$ cat config.mk
export PLATFORM = sky130hd
export DESIGN_NAME = fixed_huffman_block_controller_flat
export DESIGN_NICKNAME = d
export VERILOG_FILES = /design/src/rtl/fixed_huffman_block_controller_pkg.sv /design/src/rtl/fixed_huffman_block_controller_if.sv /design/src/rtl/fixed_huffman_block_controller_lit_enc.sv /design/src/rtl/fixed_huffman_block_controller.sv /design/src/flat_wrapper.sv
export SDC_FILE = /design/constraint.sdc
export NUM_CORES = 1
export LEC_CHECK = 0
export CORE_UTILIZATION = 46
export CTS_BUF_LIST = sky130_fd_sc_hd__clkbuf_16
export DETAILED_ROUTE_END_ITERATION = 6
export GPL_TIMING_DRIVEN = 0
export MAX_ROUTING_LAYER = met4
export PLACE_DENSITY = 0.76
export SYNTH_ARGS = -nofsm -noshare
export SYNTH_HDL_FRONTEND = slang
export SYNTH_SLANG_ARGS = --single-unit
export TNS_END_PERCENT = 50
$ cat constraint.sdc
create_clock -name clk -period 1.86 [get_ports clk]
set_input_delay 0.186 -clock clk [delete_from_list [all_inputs] [get_ports clk]]
set_output_delay 0.186 -clock clk [all_outputs]
set_load 0.01 [all_outputs]
$ cat src/rtl/fixed_huffman_block_controller_pkg.sv
`default_nettype none
// ============================================================================
// Module      : fixed_huffman_block_controller_pkg
// Description : Shared types and DEFLATE fixed-Huffman constants.
// Revision    : 1.0 - initial release
// ============================================================================
package fixed_huffman_block_controller_pkg;

  typedef enum logic [2:0] {
    S_IDLE = 3'd0,
    S_HDR  = 3'd1,
    S_LIT  = 3'd2,
    S_EOB  = 3'd3,
    S_FHDR = 3'd4,
    S_FEOB = 3'd5,
    S_DONE = 3'd6
  } state_t;

  localparam int CODE_W  = 18;
  localparam int LEN_W   = 5;
  localparam int TOTAL_W = 32;

  localparam logic [1:0]       BTYPE_FIXED = 2'b01;
  localparam logic [6:0]       EOB_CODE    = 7'd0;
  localparam logic [LEN_W-1:0] EOB_LEN     = 5'd7;
  localparam logic [LEN_W-1:0] HDR_LEN     = 5'd3;
  localparam logic [8:0]       LIT_SPLIT   = 9'd144;
  localparam logic [8:0]       LIT_OFS_LO  = 9'd48;
  localparam logic [8:0]       LIT_OFS_HI  = 9'd256;

  // Header is sent LSB first, so BFINAL sits in bit 0 with BTYPE above it.
  function automatic logic [2:0] hdr_field(input logic bfinal);
    return {BTYPE_FIXED, bfinal};
  endfunction

endpackage
`default_nettype wire

$ cat src/rtl/fixed_huffman_block_controller_if.sv
`default_nettype none
// ============================================================================
// Module      : fixed_huffman_block_controller_if
// Description : Literal input and code-word output channels of the controller.
// Revision    : 1.0 - initial release
// ============================================================================
interface fixed_huffman_block_controller_if;

  logic        lit_valid;
  logic [7:0]  lit_data;
  logic        lit_last;
  logic        lit_ready;
  logic        code_valid;
  logic [17:0] code_bits;
  logic [4:0]  code_len;
  logic        code_msb_1st;
  logic        code_ready;
  logic        stream_done;
  logic [31:0] total_bits;

  modport master (
    input  lit_valid, lit_data, lit_last, code_ready,
    output lit_ready, code_valid, code_bits, code_len, code_msb_1st,
           stream_done, total_bits
  );

  modport slave (
    output lit_valid, lit_data, lit_last, code_ready,
    input  lit_ready, code_valid, code_bits, code_len, code_msb_1st,
           stream_done, total_bits
  );

endinterface
`default_nettype wire

$ cat src/rtl/fixed_huffman_block_controller_lit_enc.sv
`default_nettype none
// ============================================================================
// Module      : fixed_huffman_block_controller_lit_enc
// Description : Literal_Encoder - fixed-Huffman code for literals 0..255.
// Revision    : 1.0 - initial release
// ============================================================================
module fixed_huffman_block_controller_lit_enc
  import fixed_huffman_block_controller_pkg::*;
(
  input  logic             i_en,
  input  logic [7:0]       i_lit,
  output logic [8:0]       o_code,
  output logic [LEN_W-1:0] o_len
);

  logic [8:0] w_lit;

  always_comb begin
    w_lit  = {1'b0, i_lit};
    o_code = '0;
    o_len  = '0;
    if (i_en) begin
      if (w_lit < LIT_SPLIT) begin
        o_code = w_lit + LIT_OFS_LO;
        o_len  = 5'd8;
      end else begin
        o_code = w_lit + LIT_OFS_HI;
        o_len  = 5'd9;
      end
    end
  end

endmodule
`default_nettype wire

$ cat src/rtl/fixed_huffman_block_controller.sv
`default_nettype none
// ============================================================================
// Module      : fixed_huffman_block_controller
// Description : Wraps a literal stream into fixed-Huffman DEFLATE blocks.
// Revision    : 1.0 - initial release
// ============================================================================
module fixed_huffman_block_controller
  import fixed_huffman_block_controller_pkg::*;
#(
  parameter int MAX_BLOCK_LITERALS = 16384,
  parameter int CNT_W              = 15
) (
  input  logic                             clk,
  input  logic                             rst_n,
  fixed_huffman_block_controller_if.master bus
);

  localparam logic [CNT_W-1:0] CNT_LIMIT = CNT_W'(MAX_BLOCK_LITERALS - 1);

  state_t              r_state;
  logic                r_code_valid;
  logic [CODE_W-1:0]   r_code_bits;
  logic [LEN_W-1:0]    r_code_len;
  logic                r_code_msb_1st;
  logic                r_stream_done;
  logic [TOTAL_W-1:0]  r_total_bits;
  logic [CNT_W-1:0]    r_cnt;
  logic                r_last;

  logic                w_free;
  logic                w_hs;
  logic                w_lit_acc;
  logic [8:0]          w_enc_code;
  logic [LEN_W-1:0]    w_enc_len;

  assign w_free    = !r_code_valid || bus.code_ready;
  assign w_hs      = r_code_valid && bus.code_ready;
  assign w_lit_acc = (r_state == S_LIT) && bus.lit_valid && w_free;

  fixed_huffman_block_controller_lit_enc u_lit_enc (
    .i_en   (w_lit_acc),
    .i_lit  (bus.lit_data),
    .o_code (w_enc_code),
    .o_len  (w_enc_len)
  );

  // A load into the output register overrides the handshake-driven clear below.
  always_ff @(posedge clk or negedge rst_n) begin
    if (!rst_n) begin
      r_state        <= S_IDLE;
      r_code_valid   <= 1'b0;
      r_code_bits    <= '0;
      r_code_len     <= '0;
      r_code_msb_1st <= 1'b0;
      r_stream_done  <= 1'b0;
      r_cnt          <= '0;
      r_last         <= 1'b0;
    end else begin
      r_stream_done <= 1'b0;
      if (w_hs) begin
        r_code_valid <= 1'b0;
      end
      case (r_state)
        S_IDLE: begin
          if (bus.lit_valid) begin
            r_state <= S_HDR;
          end
        end
        S_HDR: begin
          if (w_free) begin
            r_code_valid   <= 1'b1;
            r_code_bits    <= CODE_W'(hdr_field(1'b0));
            r_code_len     <= HDR_LEN;
            r_code_msb_1st <= 1'b0;
            r_cnt          <= '0;
            r_state        <= S_LIT;
          end
        end
        S_LIT: begin
          if (w_lit_acc) begin
            r_code_valid   <= 1'b1;
            r_code_bits    <= CODE_W'(w_enc_code);
            r_code_len     <= w_enc_len;
            r_code_msb_1st <= 1'b1;
            r_cnt          <= r_cnt + CNT_W'(1);
            r_last         <= bus.lit_last;
            if (bus.lit_last || (r_cnt == CNT_LIMIT)) begin
              r_state <= S_EOB;
            end
          end
        end
        S_EOB: begin
          if (w_free) begin
            r_code_valid   <= 1'b1;
            r_code_bits    <= CODE_W'(EOB_CODE);
            r_code_len     <= EOB_LEN;
            r_code_msb_1st <= 1'b1;
            r_state        <= r_last ? S_FHDR : S_HDR;
          end
        end
        S_FHDR: begin
          if (w_free) begin
            r_code_valid   <= 1'b1;
            r_code_bits    <= CODE_W'(hdr_field(1'b1));
            r_code_len     <= HDR_LEN;
            r_code_msb_1st <= 1'b0;
            r_state        <= S_FEOB;
          end
        end
        S_FEOB: begin
          if (w_free) begin
            r_code_valid   <= 1'b1;
            r_code_bits    <= CODE_W'(EOB_CODE);
            r_code_len     <= EOB_LEN;
            r_code_msb_1st <= 1'b1;
            r_state        <= S_DONE;
          end
        end
        S_DONE: begin
          if (w_hs) begin
            r_stream_done <= 1'b1;
            r_last        <= 1'b0;
            r_state       <= S_IDLE;
          end
        end
        default: r_state <= S_IDLE;
      endcase
    end
  end

  always_ff @(posedge clk or negedge rst_n) begin
    if (!rst_n) begin
      r_total_bits <= '0;
    end else if (w_hs) begin
      r_total_bits <= r_total_bits + TOTAL_W'(r_code_len);
    end
  end

  assign bus.lit_ready    = (r_state == S_LIT) && w_free;
  assign bus.code_valid   = r_code_valid;
  assign bus.code_bits    = r_code_bits;
  assign bus.code_len     = r_code_len;
  assign bus.code_msb_1st = r_code_msb_1st;
  assign bus.stream_done  = r_stream_done;
  assign bus.total_bits   = r_total_bits;

endmodule
`default_nettype wire

$ cat src/flat_wrapper.sv
// flat-port wrapper written by rule: the top's interface ports become plain ports
module fixed_huffman_block_controller_flat import fixed_huffman_block_controller_pkg::*;
#(
  parameter int MAX_BLOCK_LITERALS = 16384,
  parameter int CNT_W              = 15
)
  (clk, rst_n, bus_lit_valid, bus_lit_data, bus_lit_last, bus_code_ready, bus_lit_ready, bus_code_valid, bus_code_bits, bus_code_len, bus_code_msb_1st, bus_stream_done, bus_total_bits);
  fixed_huffman_block_controller_if bus_i ();
  input  logic clk;
  input  logic rst_n;
  input wire logic [$bits(bus_i.lit_valid)-1:0] bus_lit_valid;
  input wire logic [$bits(bus_i.lit_data)-1:0] bus_lit_data;
  input wire logic [$bits(bus_i.lit_last)-1:0] bus_lit_last;
  input wire logic [$bits(bus_i.code_ready)-1:0] bus_code_ready;
  output wire logic [$bits(bus_i.lit_ready)-1:0] bus_lit_ready;
  output wire logic [$bits(bus_i.code_valid)-1:0] bus_code_valid;
  output wire logic [$bits(bus_i.code_bits)-1:0] bus_code_bits;
  output wire logic [$bits(bus_i.code_len)-1:0] bus_code_len;
  output wire logic [$bits(bus_i.code_msb_1st)-1:0] bus_code_msb_1st;
  output wire logic [$bits(bus_i.stream_done)-1:0] bus_stream_done;
  output wire logic [$bits(bus_i.total_bits)-1:0] bus_total_bits;
  assign bus_i.lit_valid = bus_lit_valid;
  assign bus_i.lit_data = bus_lit_data;
  assign bus_i.lit_last = bus_lit_last;
  assign bus_i.code_ready = bus_code_ready;
  assign bus_lit_ready = bus_i.lit_ready;
  assign bus_code_valid = bus_i.code_valid;
  assign bus_code_bits = bus_i.code_bits;
  assign bus_code_len = bus_i.code_len;
  assign bus_code_msb_1st = bus_i.code_msb_1st;
  assign bus_stream_done = bus_i.stream_done;
  assign bus_total_bits = bus_i.total_bits;
  fixed_huffman_block_controller #(.MAX_BLOCK_LITERALS(MAX_BLOCK_LITERALS), .CNT_W(CNT_W)) u_core (.clk(clk), .rst_n(rst_n), .bus(bus_i));
endmodule
==> results of run 1 <==
layer usage:
layer	vias to the layer above	global-route usage, %	part of all wire, %
met5	-	-	0
met4	0	8.944	1.8
met3	12	3.078	3.3
met2	70	35.52	52
met1	1355	27.06	43
li1	1363	-	-
timing repair:
action	in CTS	in global routing
hold buffers	1	0
pin swaps	9	24
setup endpoints to repair	36	48
buffers inserted	11	8
cloned	0	0
endpoints found under the hold margin	8	0
resized for setup	18	25
final timing paths:
check                                          start                         to
setup / recovery            u_core.bus.total_bits[0]  u_core.bus.total_bits[10]
hold / removal                       bus_lit_data[3]    u_core.bus.code_bits[3]
setup reg to reg            u_core.bus.total_bits[0]  u_core.bus.total_bits[10]
hold reg to reg            u_core.bus.total_bits[31]  u_core.bus.total_bits[31]
max in group asynchronous                      rst_n     u_core.bus.code_len[1]
min in group asynchronous                      rst_n  u_core.bus.total_bits[14]
report_power, final:
group          switching (mW)  internal [mW]
logic                    1.48           1.53
clock network           0.598           1.15
registers               0.323           1.76
logic make-up after synthesis:
family,count (synthesis)
and+or+nand+nor,140
muxes,3
AOI/OAI and AO/OA,49
xor gates and xnor gates,46
buffers and inverters,31
adders and majority gates,7
DFF,67
other,1
layout by cell type, fill, tap and decap left out, types with 3 or more instances in the layout:
cell type / netlist / layout
a21oi_1: 7 / 5
ha_4: 0 / 5
dfrtp_2: 0 / 4
nor2_2: 2 / 6
conb_1: 1 / 10
dfrtp_1: 67 / 63
nor2_1: 31 / 27
and3_1: 5 / 4
xor2_1: 19 / 19
nand4_1: 9 / 9
nand2_1: 44 / 44
nand2b_1: 5 / 3
buf_4: 10 / 29
inv_1: 10 / 13
o21a_1: 3 / 3
buf_2: 3 / 3
nor4_4: 1 / 3
nor3_1: 8 / 6
clkbuf_16: 0 / 9
clkdlybuf4s50_1: 0 / 59
buf_6: 3 / 5
nor4_2: 3 / 4
o21ai_0: 20 / 20
nand3_1: 14 / 13
xnor2_1: 27 / 27
o31ai_1: 3 / 3
a21o_1: 3 / 3
flip-flops by register name (all words and copies together), names as in the netlist:
signal / flops
u_core.bus.total_bits: 32
u_core.r_cnt: 15
u_core.bus.code_bits: 9
u_core.bus.code_len: 4
u_core.r_state: 3
u_core.bus.code_msb_1st: 1
u_core.bus.code_valid: 1
u_core.bus.stream_done: 1
u_core.r_last: 1
cells in the mapped netlist (2+ instances only):
library cell  instances
dfrtp_1              67
nand2_1              44
nor2_1               31
xnor2_1              27
o21ai_0              20
xor2_1               19
nand3_1              14
buf_4                10
inv_1                10
nand4_1               9
nor3_1                8
a21oi_1               7
ha_1                  6
and3_1                5
clkbuf_1              5
nand2b_1              5
a21o_1                3
buf_2                 3
buf_6                 3
nor4_1                3
nor4_2                3
o21a_1                3
o31ai_1               3
a211o_1               2
a22oi_1               2
and4_1                2
mux2_2                2
nor2_2                2
nor2b_1               2
o211ai_1              2
o32ai_1               2
per-stage QoR:
step,total power [mW],worst slack [ns],hold slack [ns]
after floorplan,3.555,-0.02158,-0.1096
after global placement,4.401,-1.599,0.4632
after detailed placement,4.455,-0.3259,0.3429
after CTS,6.545,-0.04955,0.4169
after global routing,7.198,-0.1299,0.4632
final,6.827,-0.01892,0.4210
final cells by class:
| cell class | count | share of cell area [%] |
|---|---|---|
| inverters | 10 | 0.7728 |
| clock buffers | 9 | 4.637 |
| repair buffers | 81 | 15.64 |
| well taps | 99 | 2.550 |
| flip-flops and latches | 67 | 34.62 |
| multi-input cells | 255 | 37.20 |
| clock inverters | 6 | 1.546 |
| plain buffers | 20 | 3.040 |
worst min-delay path, stage by stage:
cell and delay [ns]:
clkdlybuf4s50_1 0.40, nand2_1 0.05, o21ai_0 0.07
==> impl_metrics.tcl, run 1 <==
set metrics [dict create \
    ys_seq_area_share_pct 48.67 \
    syn_avg_cell_area_sq_um 10.01 \
    grt_pass1_vias 2634 \
    final_cells 547 \
    fin_util_pct 66.97 \
    cts_buffers 9 \
    cp_slowest_cell "dfrtp_1" \
    fmax_mhz 532.2 \
    tns_ns -0.06372 \
    fillCellCount 547 \
    synthAdderAreaFrac_pct 2.761 \
    drv_cap 0 \
    synth_async_sr_flop_share_pct 100.0 \
    ys_ff_latch 67 \
    vias 2800 \
    period_share_pct 101.0 \
    max_stage_delay_ns 0.41 \
    yosysWarnings 0 \
    r2r_cells 7 \
    dp_cells 513 \
    overflow 0 \
    finalHoldViolations 0 \
    synth_top_area_share_pct 48.67 \
    placed_cell_area_sq_um 4228 \
    synth-simple-area-share_pct 21.61 \
    drt-total-wl_um 7991 \
    fp.dieH_um 88.54 \
    holdPathStages 3 \
    fin_worst_skew_ns 0.005470 \
    holdCritPathClass "in2reg" \
    ios 72 \
    p_leak_nw 2.154 \
    worstMarginPinSlew_ns 0.8314 \
    die_w_um 88.54 \
    core_area_sq_um 7253 \
    grt_usage_pct 21.70 \
    rsz0062_at_grt "yes" \
    place_congestion 0.8512 \
    grt_pass1_wl_um 12520 \
    syn_inst 344 \
    status "finished with violations" \
    synth_top_family_by_area "simple AND/OR/NAND/NOR gates" \
    start_util_pct 47.49 \
    worst_setup_path_start_kind "register" \
    synth_flop_cell "dfrtp_1" \
    finalCriticalPeriod_ns 1.879 \
    die-area_sq_um 7838 \
    worstPathCellList "ha_4 > fa_2 > a21o_1 > a21oi_4 > nand2b_4 > nor2_2 > xor2_1" \
    clock-root-buffer "clkbuf_16" \
    synth_cell_types 51 \
    path_clk_slew_ns 0.05 \
    worst_slack_ns -0.01892 \
    synth_xor_area_share_pct 11.70 \
    worst-path-buf-inv 0 \
    num_rows 31 \
    area.sequential_sq_um 1682 \
    clock_sinks 67 \
    htreeDepth 3 \
    path_max_fanout 6 \
    peakVddDrop_v 0.0009099 \
    multi_input_area_sq_um 1807 \
    drive_gt1_share_pct 20.31 \
    crit_type "reg2reg" \
    crit_arrival_ns 2.09 \
    path_depth 7 \
    final_antenna_net_count 0 \
    synth_area_leader_cell "dfrtp_1" \
    setup_viol_count_final 5 \
    design_area_sq_um 4857 \
    grt_antenna_before_repair 0 \
    p_per_area_nw_per_um2 1406 \
    netlist_area_sq_um 3445 \
    synth_compound_area_share_pct 8.972 \
    dr.first_iter.drc_count 142 \
    antenna_cells 0 \
    dr.pass1.iters 4 \
    synth_mux_area_share_pct 0.9444 \
    area_delta_synth_final_pct 41.01 \
    grt_max_degree 68 \
    violations "negative setup slack" \
    crit_required_ns 2.07 \
    io_buffers 61 \
    maxSlewViolCount 0 \
    drc 0 \
    max_slew_margin_pct 44.57 \
    dpl.hpwl_um 5127 \
    wl_per_cell_um 14.61 \
    cts_tree "done" \
    synth_edf_count 0 \
    clock_latency_ns 0.33 \
    cts.path.max_buffers 2 \
    avgViaCountPerCell 5.119 \
    regToRegSetupSlack_ns -0.02 \
    crit_family "adder cells" \
    layout.nets 464 \
    synth.top_cells.by_area "dfrtp_1, xnor2_1, xor2_1" \
    critPathCaptureType "register" \
]
Note: power is estimated with default switching activity, not from simulation.
==> run 2, diff against run 1 <==
Settings changed: CAP_MARGIN from default to 20, CELL_PAD_IN_SITES_DETAIL_PLACEMENT from default to 0, CELL_PAD_IN_SITES_GLOBAL_PLACEMENT from default to 1, CORE_UTILIZATION 46 to 35, PLACE_DENSITY 0.76 to default, PLACE_DENSITY_LB_ADDON from default to 0.1.
==> impl_metrics.tcl, run 2 (same netlist as run 1, synthesis figures left out) <==
set metrics [dict create \
    status "finished with violations" \
    violations "negative hold slack" \
    design_area_sq_um 4977 \
    path_clk_slew_ns 0.06 \
    worst_setup_path_start_kind "register" \
    core_area_sq_um 9371 \
    fmax_mhz 537.8 \
    drt-total-wl_um 8060 \
    crit_start "u_core.bus.code_len[0]" \
    wl_met3_um 317 \
    clock_latency_ns 0.33 \
    fillCellCount 880 \
    met1_length_um 3882 \
    cts_buffers 9 \
    cp_slowest_cell "dfrtp_1" \
    clock_sinks 67 \
    antenna_cells 0 \
    r2r_cells 7 \
    max_stage_delay_ns 0.41 \
    critPathCaptureType "register" \
    ios 72 \
    drc 0 \
    layout.nets 468 \
    placed_cell_area_sq_um 4265 \
    finalCriticalPeriod_ns 1.859 \
    p_per_area_nw_per_um2 1410 \
    period_share_pct 99.97 \
    crit_end "u_core.bus.total_bits[10]" \
    grt_pass1_vias 2652 \
    path_max_fanout 5 \
    cts.path.max_buffers 2 \
    cts_tree "done" \
    start_util_pct 36.76 \
    reg2reg_to "u_core.bus.total_bits[10]" \
    crit_type "reg2reg" \
    final_antenna_net_count 0 \
    grt_pass1_wl_um 12930 \
    maxSlewViolCount 0 \
    path_depth 7 \
    grt_antenna_before_repair 0 \
    worst-path-buf-inv 0 \
    avgViaCountPerCell 4.823 \
    die_w_um 101.2 \
    clock-root-buffer "clkbuf_16" \
    dr.first_iter.drc_count 62 \
    fin_hold_ws_ns -0.03307 \
    r2r-start "u_core.bus.code_len[0]" \
    final_cells 582 \
    crit_family "adder cells" \
    num_rows 35 \
    largest_reg_flops 32 \
    tns_ns 0 \
    crit_arrival_ns 2.07 \
    drive_gt1_share_pct 23.40 \
    max_slew_margin_pct 42.17 \
    p_leak_nw 2.177 \
    fp.dieH_um 101.2 \
    top_layer "met4" \
    vias 2807 \
    setup_viol_count_final 0 \
    htreeDepth 3 \
    rsz0062_at_grt "yes" \
    dpl.hpwl_um 5368 \
    regToRegSetupSlack_ns 0.0005 \
    wl_met2_um 3736 \
    final_common_cell "dfrtp_1" \
    worstMarginPinSlew_ns 0.8674 \
    overflow 0 \
    area_delta_synth_final_pct 44.50 \
    worstPathCellList "ha_4 > fa_2 > a21o_1 > a21oi_4 > nand2b_4 > nor2_2 > xor2_1" \
    die-area_sq_um 10240 \
    holdCritPathClass "in2async" \
    peakVddDrop_v 0.0007283 \
    power.total_mw 7.016 \
    fin_worst_skew_ns 0.007377 \
    crit_required_ns 2.07 \
    io_buffers 61 \
    wl_per_cell_um 13.85 \
    finalHoldViolations 57 \
    dp_cells 543 \
    grt_usage_pct 16.89 \
    layout_common_cells "dfrtp_1, clkdlybuf4s50_1, nand2_1" \
    drv_cap 0 \
    place_congestion 0.8357 \
    grt_max_degree 68 \
    dr.pass1.iters 4 \
]
[run 2: cell types whose count changed in the layout (fill, tap and decap cells not counted), sizes merged]
cell | before | now
dlygate4sd3 | 1 | 0
clkinvlp | 0 | 2
clkinv | 1 | 2
inv | 13 | 11
buf | 37 | 42
[run 2: timing repair]
action	in CTS	in global routing
gates resized for setup	18	35
hold buffers	0	0
pin swaps	10	15
setup endpoints to repair	42	51
buffers inserted	9	15
[run 2: layout make-up]
cell class                 instances  area [sq um]  share of cell area, %
buffer                            20         147.6                  2.966
clock buffer                       9         225.2                  4.525
clock inverter                     7         101.3                  2.036
inverter                          10         37.54                 0.7541
multi-input combinational        255          1810                  36.38
sequential                        67          1683                  33.81
tap                              129         161.4                  3.243
timing repair buffer              85         810.8                  16.29
[run 2: how the worst min path moves through the flow]
stage	slack (ns)	cells past startpoint	end
final	-0.03	1	u_core.bus.total_bits[14]
after global routing	0.05	1	u_core.bus.total_bits[16]
after CTS	0.008	1	u_core.bus.total_bits[14]
after detailed placement	0.36	1	u_core.bus.total_bits[14]
after global placement	0.46	1	u_core.bus.total_bits[31]
after floorplan	-0.11	0	u_core.bus.code_bits[0]
[run 2: metal layers]
metal | GRT usage [%] | up-vias
met5 | - | -
met4 | 6.689 | 0
met3 | 2.899 | 10
met2 | 25.33 | 64
met1 | 22.70 | 1369
li1 | - | 1364
[run 2: stage by stage]
stage,utilization (%),worst slack (ns)
after detailed placement,45.51,-0.4007
after global placement,45.54,-1.786
after floorplan,-,-0.02158
final,53.11,0.0005083
after CTS,50.61,-0.07001
after global routing,53.11,-0.1245
[run 2: power breakdown]
| group | total [mW] | internal (mW) | switching, mW |
|---|---|---|---|
| clock network | 1.87 | 1.18 | 0.688 |
| registers | 2.06 | 1.76 | 0.308 |
| logic | 3.08 | 1.58 | 1.50 |
| total | 7.02 | 4.52 | 2.50 |
